### src/rtl/memory_arbiter_pkg.sv
// -----------------------------------------------------------------------------
// memory_arbiter_pkg
// Shared core constants: response FSM state encoding for the memory arbiter,
// the default starvation limit, and the ALU-op / opcode constants used by the
// rest of the core. No ports; import with memory_arbiter_pkg::*.
// -----------------------------------------------------------------------------
package memory_arbiter_pkg;

    // Number of consecutive lost contests after which fetch is forced through.
    localparam int STARVE_MAX_DEFAULT = 3;

    // Response FSM: which port (if any) owns the read data returning this cycle.
    typedef enum logic [1:0] {
        S_IDLE  = 2'd0,
        S_IM_RD = 2'd1,
        S_DM_RD = 2'd2
    } resp_state_t;

    // ALU operation select driven by the decoder.
    typedef enum logic [3:0] {
        ALU_ADD  = 4'd0,
        ALU_SUB  = 4'd1,
        ALU_SLL  = 4'd2,
        ALU_SLT  = 4'd3,
        ALU_SLTU = 4'd4,
        ALU_XOR  = 4'd5,
        ALU_SRL  = 4'd6,
        ALU_SRA  = 4'd7,
        ALU_OR   = 4'd8,
        ALU_AND  = 4'd9
    } alu_op_t;

    // Major opcodes (instruction bits [6:0]).
    localparam logic [6:0] OPC_LOAD   = 7'b0000011;
    localparam logic [6:0] OPC_STORE  = 7'b0100011;
    localparam logic [6:0] OPC_OP_IMM = 7'b0010011;
    localparam logic [6:0] OPC_OP     = 7'b0110011;
    localparam logic [6:0] OPC_BRANCH = 7'b1100011;
    localparam logic [6:0] OPC_JAL    = 7'b1101111;
    localparam logic [6:0] OPC_JALR   = 7'b1100111;
    localparam logic [6:0] OPC_LUI    = 7'b0110111;
    localparam logic [6:0] OPC_AUIPC  = 7'b0010111;

endpackage

### src/rtl/memory_arbiter.sv
// -----------------------------------------------------------------------------
// memory_arbiter
// Arbitrates a single-port synchronous SRAM between instruction fetch (IM)
// and data memory (DM). Data wins by default; after STARVE_MAX consecutive
// contested losses, fetch is granted once. Grants and the SRAM command are
// combinational; read data returns one cycle after the grant and is steered
// to the port that issued it by a small response FSM.
//
// Ports
//   clk, reset                 clock, asynchronous active-high reset
//   im_req, im_addr            fetch read request / word address
//   im_gnt, im_rvalid, im_rdata fetch accept, response valid, response data
//   dm_req, dm_addr, dm_we,
//   dm_be, dm_wdata            data request (pre-qualified), address, store
//   dm_gnt, dm_rvalid, dm_rdata data accept, load valid, load data
//   flush                      pipeline redirect, kills stale fetch response
//   mem_en, mem_we, mem_be,
//   mem_addr, mem_wdata        SRAM command
//   mem_rdata                  SRAM read data (one cycle after read command)
// -----------------------------------------------------------------------------
module memory_arbiter
    import memory_arbiter_pkg::*;
#(
    parameter int ADDR_W     = 30,
    parameter int STARVE_MAX = STARVE_MAX_DEFAULT
) (
    input  logic              clk,
    input  logic              reset,

    input  logic              im_req,
    input  logic [ADDR_W-1:0] im_addr,
    output logic              im_gnt,
    output logic              im_rvalid,
    output logic [31:0]       im_rdata,

    input  logic              dm_req,
    input  logic [ADDR_W-1:0] dm_addr,
    input  logic              dm_we,
    input  logic [3:0]        dm_be,
    input  logic [31:0]       dm_wdata,
    output logic              dm_gnt,
    output logic              dm_rvalid,
    output logic [31:0]       dm_rdata,

    input  logic              flush,

    output logic              mem_en,
    output logic              mem_we,
    output logic [3:0]        mem_be,
    output logic [ADDR_W-1:0] mem_addr,
    output logic [31:0]       mem_wdata,
    input  logic [31:0]       mem_rdata
);

    localparam int CNT_W = (STARVE_MAX < 1) ? 1 : $clog2(STARVE_MAX + 1);
    localparam logic [CNT_W-1:0] CNT_MAX = CNT_W'(STARVE_MAX);
    localparam logic [CNT_W-1:0] CNT_ONE = CNT_W'(1);

    resp_state_t      state;
    logic [CNT_W-1:0] starve_cnt;
    logic             starve_full;

    // ---------------------------------------------------------------------
    // Grant: DM first, except when fetch has already lost STARVE_MAX times
    // in a row and is still asking. Because im_gnt is derived from dm_gnt,
    // the two can never be high together and an idle port is never granted.
    // ---------------------------------------------------------------------
    assign starve_full = (starve_cnt == CNT_MAX);
    assign dm_gnt      = dm_req & ~(im_req & starve_full);
    assign im_gnt      = im_req & ~dm_gnt;

    // SRAM command mux. Fetch is always a full-word read.
    always_comb begin
        mem_en    = 1'b0;
        mem_we    = 1'b0;
        mem_be    = 4'b0000;
        mem_addr  = '0;
        mem_wdata = '0;
        if (dm_gnt) begin
            mem_en    = 1'b1;
            mem_we    = dm_we;
            mem_be    = dm_be;
            mem_addr  = dm_addr;
            mem_wdata = dm_wdata;
        end else if (im_gnt) begin
            mem_en    = 1'b1;
            mem_we    = 1'b0;
            mem_be    = 4'b1111;
            mem_addr  = im_addr;
        end
    end

    // ---------------------------------------------------------------------
    // Starvation counter and response FSM. The FSM records which port owns
    // the SRAM output on the following cycle; writes leave it idle so they
    // never produce a response.
    // ---------------------------------------------------------------------
    always_ff @(posedge clk or posedge reset) begin
        if (reset) begin
            state      <= S_IDLE;
            starve_cnt <= '0;
        end else begin
            // With im_req high and no im_gnt, DM must have won a contest.
            if (im_gnt || !im_req) begin
                starve_cnt <= '0;
            end else if (!starve_full) begin
                starve_cnt <= starve_cnt + CNT_ONE;
            end

            if (im_gnt) begin
                state <= S_IM_RD;
            end else if (dm_gnt && !dm_we) begin
                state <= S_DM_RD;
            end else begin
                state <= S_IDLE;
            end
        end
    end

    // A redirect only kills the fetch that is returning now; a fetch granted
    // in the same cycle as the flush moves into S_IM_RD and responds next.
    assign im_rvalid = (state == S_IM_RD) && !flush;
    assign dm_rvalid = (state == S_DM_RD);
    assign im_rdata  = mem_rdata;
    assign dm_rdata  = mem_rdata;

endmodule

### config.mk
export PLATFORM = sky130hd
export DESIGN_NAME = memory_arbiter
export DESIGN_NICKNAME = d
export VERILOG_FILES = /design/src/rtl/memory_arbiter_pkg.sv /design/src/rtl/memory_arbiter.sv
export SDC_FILE = /design/constraint.sdc
export NUM_CORES = 1
export LEC_CHECK = 0
export BUFFER_PORTS_ARGS = -buffer_cell sky130_fd_sc_hd__buf_2
export CORE_AREA = 2 2 104 106
export DETAILED_ROUTE_END_ITERATION = 8
export DIE_AREA = 0 0 106 108
export GPL_ROUTABILITY_DRIVEN = 0
export HOLD_SLACK_MARGIN = 0.08
export PLACE_DENSITY = 0.5
export SLEW_MARGIN = 20
export SYNTH_ARGS = -nofsm -noshare
export SYNTH_HDL_FRONTEND = slang
export SYNTH_SLANG_ARGS = --single-unit
### constraint.sdc
create_clock -name clk -period 4.05 [get_ports clk]
set_input_delay 0.2025 -clock clk [delete_from_list [all_inputs] [get_ports clk]]
set_output_delay 0.2025 -clock clk [all_outputs]
set_load 0.02 [all_outputs]
# Word-level counts from Yosys, hierarchy flattened
# Cells that the tools add are included.
dict set report word_totals {
  reg_bits 4
  word_cells 30
  out_inout_bits 136
  inputBits 134
}
dict set report classes {
  n_addsub 1
  n_mux 12
  reduce_logical 6
  n_eq_ne 4
  n_bitwise 5
}
# cell count
set ops {}
lappend ops {{$mux 30} 2}
lappend ops {{$mux 32} 1}
lappend ops {{$mux 2} 4}
lappend ops {{$mux 4} 2}
lappend ops {{$eq 2x2->1 const B} 2}
lappend ops {{$and 1x1->1} 3}
lappend ops {{$logic_not 1->1} 3}
lappend ops {{$mux 1} 3}
lappend ops {{$add 2x1->2 const B} 1}
lappend ops {{$eq 2x1->1 const B} 1}
lappend ops {{$logic_and 1x1->1} 2}
lappend ops {{$ne 2x1->1 const B} 1}
lappend ops {{$not 1->1} 2}
lappend ops {{$logic_or 1x1->1} 1}

# Logic depth before layout (Yosys ltp)
dict set report depth {
  ltp_word 8
  mapped_depth 5
  mapped_depth_nobuf 3
}

# Worst setup path after synthesis
# No wires, ideal clock.
dict set report synth_timing {
  kind {register to output}
  startpoint {register starve_cnt[0]}
  endpoint {output port mem_addr[0]}
  path_buffers 2
  t_arrival_ns 1.330
  t_required_ns 3.848
  path_stages_with_launch 6
  setup_slack_ns 2.518
  path_cell_list {dfrtp_1 -> ha_1 -> nand2b_1 -> buf_2 -> buf_6 -> a32o_1}
}
dict set report synth_via {
  elab_chain_len 8
}
# element line
set synth_rtl {}
lappend synth_rtl {{from (decl)} memory_arbiter.sv:60} ;# logic [CNT_W-1:0] starve_cnt;
lappend synth_rtl {{from (signal assigned)} memory_arbiter.sv:107} ;# starve_cnt <= starve_cnt + CNT_ONE;
lappend synth_rtl {{$eq 2x2->1 *} memory_arbiter.sv:68} ;# assign starve_full = (starve_cnt == CNT_MAX);
lappend synth_rtl {{$and 1x1->1 *} memory_arbiter.sv:69} ;# assign dm_gnt = dm_req & ~(im_req & starve_full);
lappend synth_rtl {{$not 1->1 *} memory_arbiter.sv:69}
lappend synth_rtl {{$and 1x1->1 *} memory_arbiter.sv:69}
lappend synth_rtl {{$not 1->1} memory_arbiter.sv:70} ;# assign im_gnt = im_req & ~dm_gnt;
lappend synth_rtl {{$and 1x1->1} memory_arbiter.sv:70}
lappend synth_rtl {{$mux 30} memory_arbiter.sv:85} ;# end else if (im_gnt) begin
lappend synth_rtl {{$mux 30 *} memory_arbiter.sv:79} ;# if (dm_gnt) begin
lappend synth_rtl {{to (decl)} memory_arbiter.sv:50} ;# output logic [ADDR_W-1:0] mem_addr,
# Every way passes the cells marked *; elsewhere a longest branch is shown, timed or not.

# Final worst setup path
dict set report layout_timing {
  startpoint {register starve_cnt[0]}
  endpoint {output port mem_addr[22]}
}
# The elaborated chain is that of the path after synthesis.

==> summary.md <==
| Metric | Value |
|---|---|
| Die Footprint | 11400 sq um |
| Final Hold Fails | 0 |
| P_leak | 1.04 nW |
| Setup Fix Bufs, Post-CTS | 0 |
| DR pass1 iterations | 4 |
| Die height | 108 um |
| CP max FO | 36 |
| Yosys reg bits | 4 |
| Worst Hold Class | in2reg |
| Largest net degree at the start of global routing | 40 |
| Htree depth | 1 |
| Clock slew at reported path FFs | 0.03 ns |
| Gate power share | 63.9% |
| Final antenna-violating net count | 0 |
| Most common cell after layout, fill and taps aside | buf_2 |
| Status | complete, no violations |
| Worst setup EP type | primary output |
| Syn Nets | 296 |
| Nets | between 300 and 400 |
| Post-Synth Adder-Cell Area | less than 1% |
| Cts bufs inserted | 3 |
| Cells after DPL | 393 |
| Routed wire length | about 5200 um |
| Via count | 1517 |
| Post-synthesis sequential area ratio | 7.49% |
| Pint | 0.000202 W |
| Clk_skew | 0.00178 ns |
| Post-Syn Area | 1340 sq um |
| Multiplexer share of the synthesized area | 0% |
| Post-route DRC | 0 |
| Req. time, crit path | 3.85 ns |
| Max Cap Viol | 0 |
| CP max stage delay | about 0.6 ns |
| Worst skew pair latency | 0.21 ns |
| Fmax | 409 MHz |
| Switching part of the total power | 41.8% |
| Syn avg cell area | 8.30 sq um |
| Initial antenna violation count | 0 |
| Filler cells | 1156 |
| Worst slew margin | 46.6% |
| Critical Path Source Type | flop |
| Largest family of logic cells by synthesized area | buffers and inverters |
| Antenna Cells | 0 |
| Max-slew violations | 0 |
| PortBufs | 173 |
| First-pass GRT wire length | around 6900 um |
| CTS sink cnt | 4 |
| Synth Area in Compound Gates | 25.9% |
| Critical path class | reg2out |
| Core Region | 10200 sq um |
| Tot GR Track Use | 7.84% |
| CTS tree | done |
| Area growth, synth to finish | 37.5% |
| Vias in the first global route | 1411 |
| Post-synthesis simple-gate area fraction | 19.8% |
| Post-DP HPWL | slightly above 4000 um |
| Avg WL per Cell | 13.1 um |
| Cells after synthesis | 161 |
| RSZ-0062 raised after global routing | false |
| Final setup viols | 0 |
| Flop2flop setup slack | 2.16 ns |
| Via/cell ratio | 3.82 |
| Row cnt | 37 |
| Clock tree buffer depth | 2 |
| Distinct cell type count after synthesis | 17 |
| Period utilisation layout | 60.4% |
| Num ports | 270 |
| PwrDens | 189 nW/um^2 |
| Multi-input logic area | approximately 630 sq um |
| Slew @ Worst Pin | 0.801 ns |
| NetSw | approximately 0.00014 W |
| Iter 0 DRT Violations | 25 |
| Peak VDD IR | 0.0000637 V |
| Slowest cell on crit path | a21boi_4 |
| CTS Root Cell | clkbuf_8 |
| Tmin final | 2.45 ns |
| Arrival time worst endpoint | ~2.2 ns |
| Starting Density | between 10% and 20% |
| Sequential power share | 12.4% |
| FF/Latch Area | between 100 and 150 sq um |
| Number of warnings issued by yosys | 0 |
| Fraction of layout cells with a size suffix above 1 | 69.0% |
| Die Wd | approximately 110 um |
| Most frequent cells in the layout | buf_2 (173), and2_1 (34), a32o_1 (30) |
| Setup TNS | 0 ns |
| Clock power frac | 23.7% |
| GR Overflow Total | 0 |
| Area share of xor/xnor cells in the synthesized design | 0% |
| Post-route insts no fill | around 400 |
| Critical-path cell list | ha_1 > a21boi_4 > buf_4 > a32o_1 > buf_2 |
## cell families after synthesis
group	count (synthesis)
adders and majority gates	1
buffers and inverters	80
AOI/OAI and AO/OA	35
and+or+nand+nor	41
DFF	4
## metal layers
| layer | vias up | track usage [%] | routed length [um] |
|---|---|---|---|
| met1 | 689 | 7.64 | 1840 |
| met5 | - | 0 | 0 |
| li1 | 708 | - | - |
| met4 | 0 | 3.95 | 108 |
| met2 | 109 | 15.6 | 2680 |
| met3 | 11 | 1.63 | 552 |
## timing repair
item	in CTS	in global routing
gates resized for setup	0	0
hold endpoints to repair	4	0
hold buffers	1	0
setup endpoints to repair	0	0
## critical path: cells and delay by family (launching register included)
family	cells	cell delay (ns)
adder cells (fa/ha/maj)	1	0.25
flip-flops	1	0.38
AO/OA/AOI/OAI	2	0.78
buffers and inverters	2	0.61
## power groups by stage
stage | clock network [W] | registers, W | logic, W
floorplan | 0 | 0.0000433 | 0.000222
global placement | 0 | 0.0000434 | 0.000221
detailed placement | 0 | 0.0000435 | 0.000223
CTS | 0.0000844 | 0.0000431 | 0.000225
global route | 0.0000890 | 0.0000433 | 0.000238
finish | 0.0000823 | 0.0000431 | 0.000222
## worst paths after layout
kind,start,to,cells past startpoint
max,starve_cnt[0]$_DFFE_PP0P_,mem_addr[22],5
min,dm_we,state[1]$_DFF_PP0_,2
max reg2reg,starve_cnt[0]$_DFFE_PP0P_,state[0]$_DFF_PP0_,4
min reg2reg,starve_cnt[0]$_DFFE_PP0P_,starve_cnt[0]$_DFFE_PP0P_,1
max in group asynchronous,reset,state[0]$_DFF_PP0_,3
min in group asynchronous,reset,starve_cnt[0]$_DFFE_PP0P_,3
## flip-flops by register name, indices dropped and copies added, names as in the netlist
signal and count:
state 2, starve_cnt 2
## synth_stat cells
cell	n	area, sq um
buf_2	4	20.0
buf_6	9	101
inv_1	1	3.75
and2b_1	1	7.51
a22o_1	4	35.0
a32o_1	30	300
dfrtp_1	4	100
nor2b_1	1	6.26
ha_1	1	12.5
a21boi_2	1	11.3
or2_2	1	6.26
clkbuf_1	2	7.51
nor3b_1	2	15.0
buf_4	64	480
and4b_1	1	10.0
and2_1	34	213
nand2b_1	1	6.26
## metrics by stage
stage	total power [W]	utilization (%)	worst slack (ns)	hold slack, ns	area (sq um)
after floorplan	0.000265	-	2.52	-0.0314	1340
after global placement	0.000265	17.5	1.82	0.0880	1790
after detailed placement	0.000266	17.5	1.73	0.0918	1790
after CTS	0.000352	18.0	1.54	0.278	1840
after global routing	0.000371	18.0	1.36	0.273	1840
final	0.000347	18.0	1.60	0.277	1840
## layout make-up
type,instances,share of cell area [%]
repair buffers,176,48.5
multi-input cells,77,34.3
well taps,136,9.26
flip-flops and latches,4,5.45
clock buffers,3,2.25
inverters,1,0.204
Power figures use the tool's default switching activity.
